$ cat config.mk
export PLATFORM = sky130hd
export DESIGN_NAME = ps2_keystroke_flat
export DESIGN_NICKNAME = d
export VERILOG_FILES = /design/src/rtl/ps2_keystroke_if.sv /design/src/rtl/ps2_keystroke.sv /design/src/flat_wrapper.sv
export SDC_FILE = /design/constraint.sdc
export NUM_CORES = 1
export LEC_CHECK = 0
export ABC_AREA = 1
export CAP_MARGIN = 0
export CORE_ASPECT_RATIO = 1.1
export CORE_MARGIN = 1.5
export CORE_UTILIZATION = 35
export CTS_BUF_LIST = sky130_fd_sc_hd__clkbuf_16
export DETAILED_ROUTE_END_ITERATION = 8
export SYNTH_ARGS = -nofsm -noshare
export SYNTH_HDL_FRONTEND = slang
export SYNTH_SLANG_ARGS = --single-unit
$ cat constraint.sdc
create_clock -name clk_raw -period 1.64 [get_ports clk_raw]
set_input_delay 0.41 -clock clk_raw [delete_from_list [all_inputs] [get_ports clk_raw]]
set_output_delay 0.41 -clock clk_raw [all_outputs]
set_load 0.05 [all_outputs]
$ cat src/rtl/ps2_keystroke_if.sv
// PS/2 line inputs and decoded keystroke outputs of the snake input stage.
interface ps2_keystroke_if;
  logic        ps2_clk;
  logic        ps2_data;
  logic [12:0] keystroke;
  logic        code_valid;
  logic [7:0]  code;
  logic        frame_err;

  modport master (
    output ps2_clk, ps2_data,
    input  keystroke, code_valid, code, frame_err
  );

  modport slave (
    input  ps2_clk, ps2_data,
    output keystroke, code_valid, code, frame_err
  );
endinterface

$ cat src/rtl/ps2_keystroke.sv
// PS/2 set-2 receiver: line conditioning, 11-bit deframer, prefix tracking
// and key-to-keystroke mapping for the snake core.
module ps2_keystroke #(
  parameter int unsigned filt_len    = 8,
  parameter int unsigned timeout_cyc = 100000,
  parameter int unsigned restart_len = 5
) (
  input  logic           clk_raw,
  input  logic           rst,
  ps2_keystroke_if.slave bus
);

  localparam int unsigned filt_w  = $clog2(filt_len + 1);
  localparam int unsigned tmo_w   = $clog2(timeout_cyc + 1);
  localparam int unsigned pulse_w = $clog2(restart_len + 1);

  localparam logic [1:0] fr_idle = 2'd0;
  localparam logic [1:0] fr_data = 2'd1;
  localparam logic [1:0] fr_par  = 2'd2;
  localparam logic [1:0] fr_stop = 2'd3;

  localparam logic [1:0] sc_base    = 2'd0;
  localparam logic [1:0] sc_ext     = 2'd1;
  localparam logic [1:0] sc_brk     = 2'd2;
  localparam logic [1:0] sc_ext_brk = 2'd3;

  logic              clk_s1, clk_s2, data_s1, data_s2;
  logic              filt_clk, filt_prev, fall;
  logic [filt_w-1:0] filt_cnt;

  logic [1:0]       fr_state, fr_state_d;
  logic [2:0]       bit_cnt, bit_cnt_d;
  logic [7:0]       shreg, shreg_d;
  logic [tmo_w-1:0] idle_cnt, idle_cnt_d;
  logic [7:0]       code_q, code_d;
  logic             code_valid_q, code_valid_d;
  logic             frame_err_q, frame_err_d;

  logic [1:0]         sc_state, sc_state_d;
  logic [3:0]         p1_q, p1_d, p2_q, p2_d;
  logic               pause_q, pause_d, run_q, run_d;
  logic               restart_q, restart_d;
  logic [pulse_w-1:0] pulse_cnt, pulse_cnt_d;

  // Accept a requested direction unless it is the exact reverse of the current one.
  function automatic logic [3:0] steer(input logic [3:0] cur, input logic [3:0] req);
    return (req == {cur[2], cur[3], cur[0], cur[1]}) ? cur : req;
  endfunction

  // Two-stage synchronisers on both PS/2 lines.
  always_ff @(posedge clk_raw) begin
    if (rst) begin
      clk_s1  <= 1'b1;
      clk_s2  <= 1'b1;
      data_s1 <= 1'b1;
      data_s2 <= 1'b1;
    end else begin
      clk_s1  <= bus.ps2_clk;
      clk_s2  <= clk_s1;
      data_s1 <= bus.ps2_data;
      data_s2 <= data_s1;
    end
  end

  // Glitch filter: a new clock level needs filt_len consecutive samples.
  always_ff @(posedge clk_raw) begin
    if (rst) begin
      filt_clk  <= 1'b1;
      filt_prev <= 1'b1;
      filt_cnt  <= '0;
    end else begin
      filt_prev <= filt_clk;
      if (clk_s2 == filt_clk) begin
        filt_cnt <= '0;
      end else if (filt_cnt == filt_w'(filt_len - 1)) begin
        filt_clk <= clk_s2;
        filt_cnt <= '0;
      end else begin
        filt_cnt <= filt_cnt + filt_w'(1);
      end
    end
  end

  assign fall = filt_prev & ~filt_clk;

  // Deframer state and registered strobes.
  always_ff @(posedge clk_raw) begin
    if (rst) begin
      fr_state     <= fr_idle;
      bit_cnt      <= '0;
      shreg        <= '0;
      idle_cnt     <= '0;
      code_q       <= '0;
      code_valid_q <= 1'b0;
      frame_err_q  <= 1'b0;
    end else begin
      fr_state     <= fr_state_d;
      bit_cnt      <= bit_cnt_d;
      shreg        <= shreg_d;
      idle_cnt     <= idle_cnt_d;
      code_q       <= code_d;
      code_valid_q <= code_valid_d;
      frame_err_q  <= frame_err_d;
    end
  end

  // Deframer next state: start, 8 data bits LSB first, odd parity, stop; idle timeout.
  always_comb begin
    fr_state_d   = fr_state;
    bit_cnt_d    = bit_cnt;
    shreg_d      = shreg;
    idle_cnt_d   = (fr_state == fr_idle) ? '0 : idle_cnt + tmo_w'(1);
    code_d       = code_q;
    code_valid_d = 1'b0;
    frame_err_d  = 1'b0;
    if (fall) begin
      idle_cnt_d = '0;
      case (fr_state)
        fr_idle: begin
          if (!data_s2) begin
            fr_state_d = fr_data;
            bit_cnt_d  = '0;
          end else begin
            frame_err_d = 1'b1;
          end
        end
        fr_data: begin
          shreg_d   = {data_s2, shreg[7:1]};
          bit_cnt_d = bit_cnt + 3'd1;
          if (bit_cnt == 3'd7) fr_state_d = fr_par;
        end
        fr_par: begin
          if (^{shreg, data_s2}) begin
            fr_state_d = fr_stop;
          end else begin
            fr_state_d  = fr_idle;
            frame_err_d = 1'b1;
          end
        end
        default: begin
          fr_state_d = fr_idle;
          if (data_s2) begin
            code_valid_d = 1'b1;
            code_d       = shreg;
          end else begin
            frame_err_d = 1'b1;
          end
        end
      endcase
    end else if (fr_state != fr_idle && idle_cnt == tmo_w'(timeout_cyc)) begin
      fr_state_d  = fr_idle;
      idle_cnt_d  = '0;
      frame_err_d = 1'b1;
    end
  end

  // Scancode tracker and keystroke level/pulse registers.
  always_ff @(posedge clk_raw) begin
    if (rst) begin
      sc_state  <= sc_base;
      p1_q      <= 4'b0001;
      p2_q      <= 4'b1000;
      pause_q   <= 1'b0;
      run_q     <= 1'b1;
      restart_q <= 1'b0;
      pulse_cnt <= '0;
    end else begin
      sc_state  <= sc_state_d;
      p1_q      <= p1_d;
      p2_q      <= p2_d;
      pause_q   <= pause_d;
      run_q     <= run_d;
      restart_q <= restart_d;
      pulse_cnt <= pulse_cnt_d;
    end
  end

  // Prefix handling, make-code map and restart pulse timer.
  always_comb begin
    sc_state_d  = sc_state;
    p1_d        = p1_q;
    p2_d        = p2_q;
    pause_d     = pause_q;
    run_d       = run_q;
    pulse_cnt_d = (pulse_cnt != '0) ? pulse_cnt - pulse_w'(1) : '0;
    if (code_valid_q) begin
      case (sc_state)
        sc_base: begin
          if (code_q == 8'hE0) begin
            sc_state_d = sc_ext;
          end else if (code_q == 8'hF0) begin
            sc_state_d = sc_brk;
          end else begin
            case (code_q)
              8'h1D:   p1_d = steer(p1_q, 4'b1000);
              8'h1B:   p1_d = steer(p1_q, 4'b0100);
              8'h1C:   p1_d = steer(p1_q, 4'b0010);
              8'h23:   p1_d = steer(p1_q, 4'b0001);
              8'h29:   pause_d = ~pause_q;
              8'h76:   run_d = ~run_q;
              8'h5A:   pulse_cnt_d = pulse_w'(restart_len);
              default: ;
            endcase
          end
        end
        sc_ext: begin
          if (code_q == 8'hF0) begin
            sc_state_d = sc_ext_brk;
          end else begin
            sc_state_d = sc_base;
            case (code_q)
              8'h75:   p2_d = steer(p2_q, 4'b1000);
              8'h72:   p2_d = steer(p2_q, 4'b0100);
              8'h6B:   p2_d = steer(p2_q, 4'b0010);
              8'h74:   p2_d = steer(p2_q, 4'b0001);
              default: ;
            endcase
          end
        end
        default: sc_state_d = sc_base;
      endcase
    end
    restart_d = (pulse_cnt_d != '0);
  end

  assign bus.keystroke  = {run_q, 2'b00, pause_q, restart_q, p2_q, p1_q};
  assign bus.code       = code_q;
  assign bus.code_valid = code_valid_q;
  assign bus.frame_err  = frame_err_q;

endmodule

$ cat src/flat_wrapper.sv
// flat-port wrapper written by rule: the top's interface ports become plain ports
module ps2_keystroke_flat 
#(
  parameter int unsigned filt_len    = 8,
  parameter int unsigned timeout_cyc = 100000,
  parameter int unsigned restart_len = 5
)
  (clk_raw, rst, bus_ps2_clk, bus_ps2_data, bus_keystroke, bus_code_valid, bus_code, bus_frame_err);
  ps2_keystroke_if bus_i ();
  input  logic clk_raw;
  input  logic rst;
  input wire logic [$bits(bus_i.ps2_clk)-1:0] bus_ps2_clk;
  input wire logic [$bits(bus_i.ps2_data)-1:0] bus_ps2_data;
  output wire logic [$bits(bus_i.keystroke)-1:0] bus_keystroke;
  output wire logic [$bits(bus_i.code_valid)-1:0] bus_code_valid;
  output wire logic [$bits(bus_i.code)-1:0] bus_code;
  output wire logic [$bits(bus_i.frame_err)-1:0] bus_frame_err;
  assign bus_i.ps2_clk = bus_ps2_clk;
  assign bus_i.ps2_data = bus_ps2_data;
  assign bus_keystroke = bus_i.keystroke;
  assign bus_code_valid = bus_i.code_valid;
  assign bus_code = bus_i.code;
  assign bus_frame_err = bus_i.frame_err;
  ps2_keystroke #(.filt_len(filt_len), .timeout_cyc(timeout_cyc), .restart_len(restart_len)) u_core (.clk_raw(clk_raw), .rst(rst), .bus(bus_i));
endmodule
==> qor.txt <==
Status = finished, final reports clean
Most utilized layer in the global route result = met2
Clock-pin transition on the worst setup and hold timing paths = 60 ps
Final non-filler cell total = 657
Longest individual stage delay on the worst path = 420 ps
Average cell area after synthesis = 6.98 µm²
Number of diodes added for antenna fixing = 0
Half-perimeter wire length after detailed placement = 5580 µm
Die Y = 107 µm
Combined area of all synthesized cells = 3430 µm²
Overall power consumption = 3660 µW
Reg2Reg Depth = 10
Antenna violations before repair = 0
Arrival time worst endpoint = 1720 ps
Post-cts hold buffer count = 0
H-tree levels = 3
Critical path's most frequent cell = nor2_2
Nets = 551
Leading area contributor after synthesis = dfxtp_1
Unrepaired setup endpoints after global routing = yes
Global-route met2 utilization = 25.0%
First-pass GRT wire length = 12,500 µm
Pre-antenna DRT Iters = 4
Antenna Violating Nets Remaining = 0
Area growth from synthesis to final layout = 31.6%
Worst R2R Setup Slack = 130 ps
GR Util met3 = 3.52%
Power per unit of standard cell area = 810 nW/µm²
Clock Sinks = 66
Global-route usage over all layers = 14.6%
Starting density of the core = 36.4%
Leakage power = 0.00186 µW
Fmax = 662 MHz
Total routed wirelength = 7350 µm
Final Setup Violations = 0
Portion of the clock cycle consumed by the worst path in the final layout = 92.1%
Num CTS Buffers = 9
Per-cell via count in the routed design = 4.75
Pin count of the biggest net entering global routing = 20
Sequential share of the synthesized area = 38.5%
Number of DRC violations after detailed routing = 0
Number of warnings printed during yosys synthesis = 0
Main flop type after synthesis = dfxtp_1
Cells after Synth = 492
Crit Reg-Reg Endpoint = u_core.p1_q[0]
Die boundary width = 97.5 µm
Cell chosen for the clock root = clkbuf_16
Critical Path Source = u_core.bus.code[0]
Met1 usage = 17.8%
Final Skew = 5.58 ps
Final slew viol count = 0
Instance count after placement with tap cells included = 641
Peak supply drop = 0.526 mV
Number of global-route vias before repair = 2,888
Worst-path maximum fanout = 5
Worst-path cell chain = nand2_1 > nor2_2 > inv_1 > nor2_2 > nand2_1 > o21ai_1 > nor2_2 > buf_4 > nand4_1 > nand3_1
FF+latch count, synth = 66
Gr ovfl total = 0
Standard-cell rows = 37
Fraction of registers with async set/reset = 0%
FF-to-FF Start = u_core.bus.code[0]
Clock insertion delay at the later pin of the skew report = 330 ps
Fraction of layout instances using a drive strength above 1 = 23.3%
Post-layout min period = 1510 ps
Floorplan die area = 10,400 µm²
Total via count in the routed design = 3,120
Fillers = 947
Buffer depth of the longest clock path = 2
Setup crit end kind = flop
Initial drt markers = 134
Total of buffers placed on input and output ports = 24
Number of enable flip-flop cells after synthesis = 0
Cell with the largest stage delay on the worst path = dfxtp_2
Max capacitance violation total = 0
Number of distinct library cell variants in the gate-level netlist after synthesis = 35
Largest cells by area after synthesis = dfxtp_1, nand2_1, inv_1, nor2_1, a21oi_1
Min-Delay Path Class = reg2reg
Final hold violations = 0
Worst path required time = 1850 ps
Weighted congestion at the end of routability-driven global placement = 0.884
Std-Cell Core Area = 9440 µm²
IO Count = 27
Routed WL per cell = 11.2 µm
Crit Path Category = reg2reg
CP endpoint = u_core.p1_q[0]
Area fraction of the dominant cell type after synthesis = 38.5%
Critical path launch point type = flop
Clock tree from TritonCTS = yes
-- how the worst min path moves through the flow --
stage,startpoint,endpoint,cells after the start
after floorplan,u_core.clk_s1,u_core.clk_s2,1
after global placement,u_core.clk_s1,u_core.clk_s2,1
after detailed placement,u_core.clk_s1,u_core.clk_s2,1
after CTS,u_core.data_s1,u_core.data_s2,1
after global routing,u_core.clk_s1,u_core.clk_s2,1
final,u_core.clk_s1,u_core.clk_s2,1
-- critical path, delay by kind of cell (launching register included) --
kind / cells / cell delay (ps)
AOI/OAI and AO/OA: 1 / 90
DFF: 1 / 420
buffers and inverters: 2 / 210
and+or+nand+nor: 7 / 680
-- through the flow --
step | TNS (ps) | area (µm²) | hold slack, ps | utilization [%] | setup slack, ps
after floorplan | 0 | 3450 | 389 | - | 4.69
after global placement | 0 | 4110 | 399 | 43.5 | 23.6
after detailed placement | 0 | 4110 | 397 | 43.5 | 2.49
after CTS | 0 | 4420 | 412 | 46.8 | 87.2
after global routing | -53.6 | 4520 | 427 | 47.9 | -31.5
final | 0 | 4520 | 410 | 47.9 | 129
-- layout by cell type (no fill, tap or decap), types with 12 or more instances in the layout --
cell,n
a21oi_1,33
buf_12,20
buf_4,22
dfxtp_1,56
inv_1,61
nand2_1,94
nand3_1,22
nand4_1,13
nor2_1,50
nor2_2,12
o21ai_0,29
-- flip-flops by register name, indices dropped and copies added, names as in the netlist, 2 cells and up --
| register | flops |
|---|---|
| u_core.shreg | 8 |
| u_core.pulse_cnt | 3 |
| u_core.idle_cnt | 17 |
| u_core.bit_cnt | 3 |
| u_core.sc_state | 2 |
| u_core.p1_q | 4 |
| u_core.fr_state | 2 |
| u_core.bus.code | 8 |
| u_core.p2_q | 4 |
| u_core.filt_cnt | 4 |
-- metal layers --
layer	share of wire [%]	vias up
li1	-	1670
met1	48	1401
met2	48	41
met3	2.8	8
met4	0.97	0
met5	0	-
-- synthesized netlist by cell type, types with 5 or more instances --
library cell / instances
xor2_1: 6
clkbuf_1: 5
xnor2_1: 5
ha_1: 11
nor2_2: 7
nor3_1: 9
buf_4: 5
nand4_1: 13
nand2_2: 5
nand2_1: 97
inv_1: 65
or2_2: 6
o21ai_0: 29
a21oi_1: 34
nand3_1: 27
nor2_1: 57
inv_2: 8
dfxtp_1: 66
-- cells by family (layout without fill, tap and decap cells) --
family / count (synthesis) / after routing / synth area share (%)
other: 1 / 2 / 0.109
flip-flops: 66 / 66 / 38.5
AND/OR/NAND/NOR: 240 / 240 / 32.6
AO/OA/AOI/OAI: 77 / 77 / 11.9
adder cells (fa/ha/maj): 11 / 11 / 4.01
buffers and inverters: 86 / 133 / 10.1
XOR/XNOR: 11 / 11 / 2.81
-- repair_timing --
| item | CTS | global route |
|---|---|---|
| buffers inserted | 0 | 1 |
| endpoints found under the setup margin | 0 | 16 |
| resized for setup | 0 | 33 |
-- cell type report --
| cell class | instances | area (µm²) | area share [%] |
|---|---|---|---|
| flip-flops and latches | 66 | 1340 | 29.7 |
| clock inverters | 6 | 82.6 | 1.83 |
| clock buffers | 9 | 225 | 4.98 |
| repair buffers | 45 | 596 | 13.2 |
| inverters | 73 | 277 | 6.12 |
| well taps | 117 | 146 | 3.24 |
| multi-input cells | 341 | 1850 | 41.0 |
-- power by group --
| group | internal (µW) | switching (µW) | total (µW) | leakage [µW] |
|---|---|---|---|---|
| sequential | 1600 | 3.66 | 1610 | 0.000539 |
| combinational | 22.5 | 41.0 | 63.5 | 0.00117 |
| clock | 1310 | 678 | 1990 | 0.000151 |
| total | 2940 | 722 | 3660 | 0.00186 |
Power figures use the tool's default switching activity.
